File: src/rtl/mips_core_pkg.sv
// Shared core widths, instruction-queue sizing and the queue entry layout.
package mips_core_pkg;

  localparam int ADDR_WIDTH            = 32;
  localparam int DATA_WIDTH            = 32;
  localparam int INST_Q_DEPTH_DEFAULT  = 8;
  localparam int INST_Q_PTR_WIDTH      = $clog2(INST_Q_DEPTH_DEFAULT);

  // The word and its PC travel as one record so they can never be separated.
  typedef struct packed {
    logic [DATA_WIDTH-1:0] data;
    logic [ADDR_WIDTH-1:0] pc;
  } inst_entry_t;

endpackage

File: src/rtl/inst_queue_if.sv
// Fetch-side, hazard-control and decode-side interfaces of the instruction queue.
interface i_cache_output_ifc;
  import mips_core_pkg::*;

  logic                  valid;
  logic [DATA_WIDTH-1:0] data;
  logic [ADDR_WIDTH-1:0] pc;

  modport in  (input  valid, data, pc);
  modport out (output valid, data, pc);
endinterface

interface hazard_control_ifc;
  logic flush;
  logic stall;

  modport in  (input  flush, stall);
  modport out (output flush, stall);
endinterface

interface inst_q_output_ifc;
  import mips_core_pkg::*;

  logic                  valid;
  logic                  full;
  logic [DATA_WIDTH-1:0] data;
  logic [ADDR_WIDTH-1:0] pc;

  modport in  (input  valid, full, data, pc);
  modport out (output valid, full, data, pc);
endinterface

File: src/rtl/inst_queue_ram.sv
// Entry storage: one synchronous write port, one asynchronous read port.
module inst_queue_ram
  import mips_core_pkg::*;
#(
  parameter int DEPTH = INST_Q_DEPTH_DEFAULT,
  parameter int PTR_W = INST_Q_PTR_WIDTH
) (
  input  logic             clk,
  input  logic             we_i,
  input  logic [PTR_W-1:0] waddr_i,
  input  inst_entry_t      wdata_i,
  input  logic [PTR_W-1:0] raddr_i,
  output inst_entry_t      rdata_o
);

  inst_entry_t mem_q [DEPTH];

  // NOTE: storage has no reset; the pointers and count alone decide what is valid.
  always_ff @(posedge clk) begin
    if (we_i) mem_q[waddr_i] <= wdata_i;
  end

  assign rdata_o = mem_q[raddr_i];

endmodule

File: src/rtl/inst_queue.sv
// Circular instruction FIFO between fetch and decode with first-word fall-through.
module inst_queue
  import mips_core_pkg::*;
#(
  parameter int INST_Q_DEPTH = INST_Q_DEPTH_DEFAULT
) (
  input  logic          clk,
  input  logic          rst,
  i_cache_output_ifc.in i_cache_output,
  hazard_control_ifc.in hc,
  inst_q_output_ifc.out out
);

  localparam int PTR_W = $clog2(INST_Q_DEPTH);
  localparam logic [PTR_W:0] FULL_COUNT = (PTR_W+1)'(INST_Q_DEPTH);

  logic [PTR_W-1:0] head_q, head_d;
  logic [PTR_W-1:0] tail_q, tail_d;
  logic [PTR_W:0]   count_q, count_d;
  logic             q_valid, q_full, push, pop;
  inst_entry_t      wr_entry, rd_entry;

  assign q_valid = (count_q != '0);
  assign q_full  = (count_q == FULL_COUNT);

  // A full queue refuses input even when a pop frees a slot this cycle.
  assign push = i_cache_output.valid && !q_full && !hc.flush;
  assign pop  = q_valid && !hc.stall && !hc.flush;

  // NOTE: every next-state signal takes its hold value first so no latch is inferred.
  always_comb begin
    head_d  = head_q;
    tail_d  = tail_q;
    count_d = count_q;
    if (hc.flush) begin
      head_d  = '0;
      tail_d  = '0;
      count_d = '0;
    end else begin
      if (push) tail_d = tail_q + 1'b1;
      if (pop)  head_d = head_q + 1'b1;
      unique case ({push, pop})
        2'b10:   count_d = count_q + 1'b1;
        2'b01:   count_d = count_q - 1'b1;
        default: count_d = count_q;
      endcase
    end
  end

  // NOTE: sequential state uses non-blocking assignments so all registers update together.
  always_ff @(posedge clk) begin
    if (rst) begin
      head_q  <= '0;
      tail_q  <= '0;
      count_q <= '0;
    end else begin
      head_q  <= head_d;
      tail_q  <= tail_d;
      count_q <= count_d;
    end
  end

  assign wr_entry.data = i_cache_output.data;
  assign wr_entry.pc   = i_cache_output.pc;

  inst_queue_ram #(
    .DEPTH (INST_Q_DEPTH),
    .PTR_W (PTR_W)
  ) u_ram (
    .clk     (clk),
    .we_i    (push && !rst),
    .waddr_i (tail_q),
    .wdata_i (wr_entry),
    .raddr_i (head_q),
    .rdata_o (rd_entry)
  );

  assign out.valid = q_valid;
  assign out.full  = q_full;
  assign out.data  = rd_entry.data;
  assign out.pc    = rd_entry.pc;

endmodule

File: src/flat_wrapper.sv
// flat-port wrapper written by rule: the top's interface ports become plain ports
module inst_queue_flat import mips_core_pkg::*;
#(
  parameter int INST_Q_DEPTH = INST_Q_DEPTH_DEFAULT
)
  (clk, rst, i_cache_output_valid, i_cache_output_data, i_cache_output_pc, hc_flush, hc_stall, out_valid, out_full, out_data, out_pc);
  i_cache_output_ifc i_cache_output_i ();
  hazard_control_ifc hc_i ();
  inst_q_output_ifc out_i ();
  input  logic clk;
  input  logic rst;
  input wire logic [$bits(i_cache_output_i.valid)-1:0] i_cache_output_valid;
  input wire logic [$bits(i_cache_output_i.data)-1:0] i_cache_output_data;
  input wire logic [$bits(i_cache_output_i.pc)-1:0] i_cache_output_pc;
  input wire logic [$bits(hc_i.flush)-1:0] hc_flush;
  input wire logic [$bits(hc_i.stall)-1:0] hc_stall;
  output wire logic [$bits(out_i.valid)-1:0] out_valid;
  output wire logic [$bits(out_i.full)-1:0] out_full;
  output wire logic [$bits(out_i.data)-1:0] out_data;
  output wire logic [$bits(out_i.pc)-1:0] out_pc;
  assign i_cache_output_i.valid = i_cache_output_valid;
  assign i_cache_output_i.data = i_cache_output_data;
  assign i_cache_output_i.pc = i_cache_output_pc;
  assign hc_i.flush = hc_flush;
  assign hc_i.stall = hc_stall;
  assign out_valid = out_i.valid;
  assign out_full = out_i.full;
  assign out_data = out_i.data;
  assign out_pc = out_i.pc;
  inst_queue #(.INST_Q_DEPTH(INST_Q_DEPTH)) u_core (.clk(clk), .rst(rst), .i_cache_output(i_cache_output_i), .hc(hc_i), .out(out_i));
endmodule
File: config.mk
export PLATFORM = sky130hd
export DESIGN_NAME = inst_queue_flat
export DESIGN_NICKNAME = d
export VERILOG_FILES = /design/src/rtl/mips_core_pkg.sv /design/src/rtl/inst_queue_if.sv /design/src/rtl/inst_queue_ram.sv /design/src/rtl/inst_queue.sv /design/src/flat_wrapper.sv
export SDC_FILE = /design/constraint.sdc
export NUM_CORES = 1
export LEC_CHECK = 0
export CAP_MARGIN = 20
export CORE_ASPECT_RATIO = 2
export CORE_MARGIN = 2
export CORE_UTILIZATION = 55
export DETAILED_ROUTE_END_ITERATION = 8
export MAX_ROUTING_LAYER = met4
export PLACE_DENSITY = 0.75
export SKIP_LAST_GASP = 1
export SYNTH_ARGS = -nofsm -noshare
export SYNTH_HDL_FRONTEND = slang
export SYNTH_HIERARCHICAL = 1
export SYNTH_SLANG_ARGS = --single-unit
File: constraint.sdc
create_clock -name clk -period 8.29 [get_ports clk]
set_input_delay 1.658 -clock clk [delete_from_list [all_inputs] [get_ports clk]]
set_output_delay 1.658 -clock clk [all_outputs]
set_load 0.01 [all_outputs]
==> metrics.yaml, run 1 <==
drv_slew: 0
cap_violations: 0
cts_hold_buf: 0
initial_utilization_pct: 55.56
portBuffers: 134
path_class: "flip-flop to output pin"
endpoint_kind: "output pin"
leakage_nw: 7.026
synth_area_per_cell_um2: 24.33
met1_usage_pct: 24.81
synthCells: 815
min_period_over_period_pct: 62.54
fin_skew_ns: 0.02468
cts_tree: "built"
wirelength_um: 38370
synth_edf_count: 512
min_period_ns: 5.184
antenna_found_initial: 2
ir_drop_mv: 0.1775
ys_ff_latch: 522
start_kind: "flip-flop"
die_w_um: 138.3
synth_top_area_share_pct: 77.55
ys_types: 33
status: "complete, no violations"
busiest_layer: "met2"
min_from: "u_core/count_q[3]"
htree_levels: 2
reg2reg_depth: 7
io_pins: 135
fin_area_mm2: 0.02317
fin_nets: 1046
dr.pass1.iters: 4
use_met2_pct: 38.47
cp.arrival_ns: 3.53
yosysSeqAreaShare_pct: 78.56
cts_setup_buffers: 0
yosys_warnings: 6
core_mm2: 0.03568
clkTransAtPathRegs_ns: 0.07
antenna_left: 0
hold_depth: 2
synthMostInstantiatedCell: "edfxtp_1"
cts_sinks: 522
required_ns: 6.63
die_area_mm2: 0.03767
worst_slew_pin_slew_ns: 1.074
grt_pass1_wl_um: 58220
dp_slack_ns: 3.392
setup_ws_ns: 3.106
worstReg2RegStart: "u_core/count_q[0]"
dr_total_vias: 8726
ys_async_sr_fraction_pct: 0
grt_max_degree: 100
hold_path_class: "flip-flop to flip-flop"
n_fill_cell: 2241
setup_tns_ns: 0
pwr_density_cell_mw_per_mm2: 222.5
cts_made_buffers: 43
final_hold_viol_count: 0
clock_latency_ns: 0.55
cp_max_fo: 99
die_h_um: 272.5
syn_nets: 890
post-route-drc-count: 0
syn_area_mm2: 0.01983
synthTopCellsByArea: "edfxtp_1 78%, mux4_2 15%, mux2_2 3.6%"
root_buffer: "clkbuf_16"
grt_usage_pct: 21.31
grt_use_met3_pct: 2.769
place_hpwl_um: 21130
yosys.area.top_type: "edfxtp_1"
grt_pass1_vias: 9516
vias_per_cell: 6.001
cts_resized: 0
num_rows: 98
final_layout_size_suffix_gt1_share_pct: 28.47
rsz0062_at_grt: "no"
overflow: 0
placed_area_mm2: 0.02167
slew-limit-headroom_pct: 28.42
dr.first_iter.drc_count: 629
wl_per_cell_um: 26.39
max_freq_mhz: 192.9
finalSetupViolCount: 0
clock_path_buffers: 3
whs_endpoint: "u_core/count_q[3]"
syn2layout_area_growth_pct: 16.87
power_w: 0.005156
hold_slack_ns: 0.4989
gp_congestion: 0.7502
synth_commonest_cells: "512 x edfxtp_1, 128 x mux4_2, 64 x mux2_2"
synthFlopType: "edfxtp_1"
critPathLaunch: "u_core/head_q[0]"
r2r-end: "u_core/u_ram/mem_q[1][18]"
reg2reg_slack_ns: 5.15
-- power by group --
group	total (W)	switching [W]	leakage, nW	internal [W]
combinational	0.000136	0.0000677	1.62	0.0000681
clock	0.00211	0.000884	0.711	0.00123
sequential	0.00291	0.00000462	4.69	0.00291
total	0.00516	0.000956	7.03	0.00420
-- routing by layer --
| metal | wire, um | vias to the layer above | part of all wire, % |
|---|---|---|---|
| met5 | 0 | - | 0 |
| met4 | 1162 | 0 | 3.0 |
| met3 | 1652 | 64 | 4.3 |
| met2 | 21690 | 234 | 57 |
| met1 | 13870 | 4670 | 36 |
| li1 | - | 3758 | - |
-- cell usage in the layout (no fill, tap or decap), drive strengths merged, types with 2 or more instances in the layout --
cell type and n:
a21oi 5, buf 14, bufinv 8, clkbuf 51
clkdlybuf4s50 134, clkinv 12, clkinvlp 2, dfxtp 10
diode 3, edfxtp 512, ha 5, inv 8
mux2 64, mux4 128, nand2 5, nand2b 3
nor2 18, nor3 3, nor4b 2, o21ai 2
xnor2 3, xor2 2
-- logic make-up (layout without fill, tap and decap cells) --
family | after synthesis | count (layout) | share of synthesized area [%]
AOI/OAI and AO/OA | 9 | 9 | 0.2525
muxes | 193 | 193 | 18.23
xor gates and xnor gates | 5 | 5 | 0.2209
adders and majority gates | 6 | 6 | 0.4165
buffers and inverters | 43 | 229 | 1.306
other | 0 | 3 | 0
and+or+nand+nor | 37 | 37 | 1.016
DFF | 522 | 522 | 78.56
-- layout make-up --
cell class              instances  area, um2  area share (%)
flip-flops and latches        522      15590           67.27
clock inverters                24      337.8           1.458
multi-input cells             250       4046           17.46
well taps                     450      563.0           2.430
clock buffers                  51       1127           4.866
repair buffers                148       1479           6.383
diodes                          3      7.507         0.03240
inverters                       6      22.52         0.09720
-- worst max path at each step --
stage                                           to  slack (ns)
after global placement                out_data[26]        3.37
after CTS                             out_data[26]        2.81
after global routing                    out_pc[29]        2.83
final                                   out_pc[29]        3.11
after detailed placement              out_data[26]        3.39
after floorplan           u_core/u_ram/mem_q[0][0]        1.18
-- stage by stage --
step,instances,util [%]
4_1_cts,1450,64.84
5_1_grt,1453,64.93
3_3_place_gp,1375,60.73
6_report,1454,64.93
2_1_floorplan,815,-
3_5_place_dp,1375,60.73
-- critical path: stages (launching register included) --
cell             delay, ns
dfxtp_4               0.77
buf_12                0.68
mux4_2                0.61
mux2_2                0.32
clkdlybuf4s50_1       0.50
-- sequential cells by signal (all words and copies together) (netlist names) --
name / count
u_core/tail_q: 3
u_core/u_ram/mem_q: 512
u_core/count_q: 4
u_core/head_q: 3
Power figures use the tool's default switching activity.
==> run 2: changes to the inputs <==
--- a/config.mk
+++ b/config.mk
@@ -8,10 +8,10 @@
 export CAP_MARGIN = 20
 export CORE_ASPECT_RATIO = 2
 export CORE_MARGIN = 2
-export CORE_UTILIZATION = 55
+export CORE_UTILIZATION = 53
 export DETAILED_ROUTE_END_ITERATION = 8
 export MAX_ROUTING_LAYER = met4
-export PLACE_DENSITY = 0.75
+export PLACE_DENSITY = 0.76
 export SKIP_LAST_GASP = 1
 export SYNTH_ARGS = -nofsm -noshare
 export SYNTH_HDL_FRONTEND = slang
==> constraint.sdc (replaced) <==
create_clock -name clk -period 4.35 [get_ports clk]
set_input_delay 0.87 -clock clk [delete_from_list [all_inputs] [get_ports clk]]
set_output_delay 0.87 -clock clk [all_outputs]
set_load 0.01 [all_outputs]
==> run 2 against run 1 <==
Against the previous run: worst hold slack improved by 0.0023 ns; global-route usage fell by 0.90 points; total power rose by 86%; via count fell by 0.30%; wire length fell by 2.7%; final area rose by 0.69%; register-to-register slack got worse by 3.4 ns; sequential power rose by 91%; critical path depth did not move; sequential share of layout area fell by 0.46 points; die area rose by 3.7%; count of clock-buffer cells in the layout rose by 4; critical path type unchanged.
==> metrics.yaml, run 2 (synthesis results as in run 1) <==
status: "complete, no violations"  # unchanged
min_period_ns: 3.748
vias_per_cell: 5.910  # was 6.001
initial_utilization_pct: 53.53  # was 55.56%
regMostFlops: "u_core/u_ram/mem_q"  # unchanged
final_cells: 1472  # was 1,454
max_freq_mhz: 266.8
cts_tree: "built"  # unchanged
rsz0062_at_grt: "no"  # unchanged
cap_violations: 0  # unchanged
slew-limit-headroom_pct: 44.60  # was 28.42%
clock_path_buffers: 3  # unchanged
root_buffer: "clkbuf_16"  # unchanged
fin_nets: 1053  # was 1,046
worst_slew_pin_slew_ns: 0.8284  # was 1.074 ns
endpoint_kind: "output pin"  # unchanged
cts_hold_buf: 0  # unchanged
core_mm2: 0.03704  # was 0.03568 mm2
path_class: "flip-flop to output pin"  # unchanged
layout_commonest_cell: "edfxtp_1"  # unchanged
reg.largest.list: "u_core/u_ram/mem_q: 512 flops, u_core/count_q: 4 flops"  # unchanged
overflow: 0  # unchanged
wirelength_um: 37320  # was 38,370 um
cp.arrival_ns: 2.88  # was 3.53 ns
dr_total_vias: 8700  # was 8,726
start_kind: "flip-flop"  # unchanged
num_rows: 100  # was 98
largest_reg_flops: 512  # unchanged
clkTransAtPathRegs_ns: 0.07  # about the same
clock_latency_ns: 0.55  # about the same
cts_setup_buffers: 0  # unchanged
grt_use_met3_pct: 3.004  # was 2.769%
syn2layout_area_growth_pct: 17.67  # was 16.87%
grt_pass1_vias: 9617  # was 9,516
antenna_found_initial: 3  # was 2
finalSetupViolCount: 0  # unchanged
dp.cells: 1393  # was 1,375
final_layout_size_suffix_gt1_share_pct: 28.61  # was 28.47%
portBuffers: 134  # unchanged
grt_max_degree: 65  # was 100
cts_sinks: 522  # unchanged
cts_made_buffers: 42  # was 43
place_hpwl_um: 20630  # was 21,130 um
fin_area_mm2: 0.02333  # was 0.02317 mm2
fin_skew_ns: 0.01267  # was 0.02468 ns
setup_ws_ns: 0.6021  # was 3.106 ns
ir_drop_mv: 0.2676  # was 0.1775 mV
busiest_layer: "met2"  # unchanged
hold_path_class: "flip-flop to flip-flop"  # unchanged
final_cell_mix: "512 x edfxtp_1, 134 x clkdlybuf4s50_1, 128 x mux4_2"  # unchanged
grt_usage_pct: 20.41  # was 21.31%
wl_per_cell_um: 25.36  # was 26.39 um
die_area_mm2: 0.03906  # was 0.03767 mm2
use_met2_pct: 35.15  # was 38.47%
grt_pass1_wl_um: 57410  # was 58,220 um
dr.pass1.iters: 4  # unchanged
gp_congestion: 0.7300  # was 0.7502
antenna_left: 0  # unchanged
io_pins: 135  # unchanged
required_ns: 3.48  # was 6.63 ns
final_hold_viol_count: 0  # unchanged
post-route-drc-count: 0  # unchanged
cp_max_fo: 61  # was 99
hold_slack_ns: 0.5012  # was 0.4989 ns
n_fill_cell: 2396  # was 2,241
cts_resized: 0  # unchanged
htree_levels: 2  # unchanged
met1_usage_pct: 24.78  # was 24.81%
placed_area_mm2: 0.02195  # was 0.02167 mm2
die_h_um: 277.5  # was 272.5 um
dr.first_iter.drc_count: 616  # was 629
die_w_um: 140.8  # was 138.3 um
leakage_nw: 7.050  # was 7.026 nW
drv_slew: 0  # unchanged
dp_slack_ns: 0.8769  # was 3.392 ns
pwr_density_cell_mw_per_mm2: 410.5  # was 222.5 mW/mm2
fin_util_pct: 62.99  # was 64.93%
min_period_over_period_pct: 86.16
==> run 2: area by class of cell <==
cell class	instances	area (um2)	area share (%)
Sequential cell	522	15590	66.81
Multi-Input combinational cell	250	4059	17.40
Timing Repair Buffer	156	1707	7.316
Clock buffer	55	1164	4.988
Tap cell	459	574.3	2.462
Clock inverter	21	209.0	0.8957
Inverter	6	22.52	0.09654
Antenna cell	3	7.507	0.03218
==> run 2: where the power goes <==
group,internal [W],switching (W)
registers,0.00554,0.00000807
logic,0.000131,0.000126
clock network,0.00213,0.00164
==> run 2: worst paths after layout <==
| path | from | to | cells after the start | slack (ns) |
|---|---|---|---|---|
| hold reg to reg | u_core/count_q[3] | u_core/count_q[3] | 2 | 0.50 |
| setup reg to reg | u_core/count_q[0] | u_core/u_ram/mem_q[4][32] | 7 | 1.78 |
| setup / recovery | u_core/head_q[2] | out_pc[23] | 4 | 0.60 |
| hold / removal | u_core/count_q[3] | u_core/count_q[3] | 2 | 0.50 |
==> run 2: worst max-delay path: stages, from the launching register on <==
cell and delay (ns):
dfxtp_4 0.70, buf_12 0.40, mux4_2 0.37, mux2_2 0.33
clkdlybuf4s50_1 0.49
==> run 2: stage by stage <==
stage               total power, W  TNS (ns)
floorplan                 0.005741    -95.32
global placement          0.005905         0
detailed placement        0.005917         0
CTS                       0.009664         0
global route              0.009839         0
finish                    0.009575         0
==> run 2: layer usage <==
metal | share of wire, % | up-vias
li1 | - | 3779
met5 | 0 | -
met4 | 2.8 | 0
met1 | 37 | 4593
met2 | 55 | 271
met3 | 5.3 | 57
==> run 3: changes to the inputs <==
--- a/config.mk
+++ b/config.mk
@@ -13,6 +13,7 @@
 export MAX_ROUTING_LAYER = met4
 export PLACE_DENSITY = 0.76
 export SKIP_LAST_GASP = 1
+export SLEW_MARGIN = 30
 export SYNTH_ARGS = -nofsm -noshare
 export SYNTH_HDL_FRONTEND = slang
 export SYNTH_HIERARCHICAL = 1
==> results of run 3 <==
The final DEF is identical to that of run 2; final timing and power are the same.
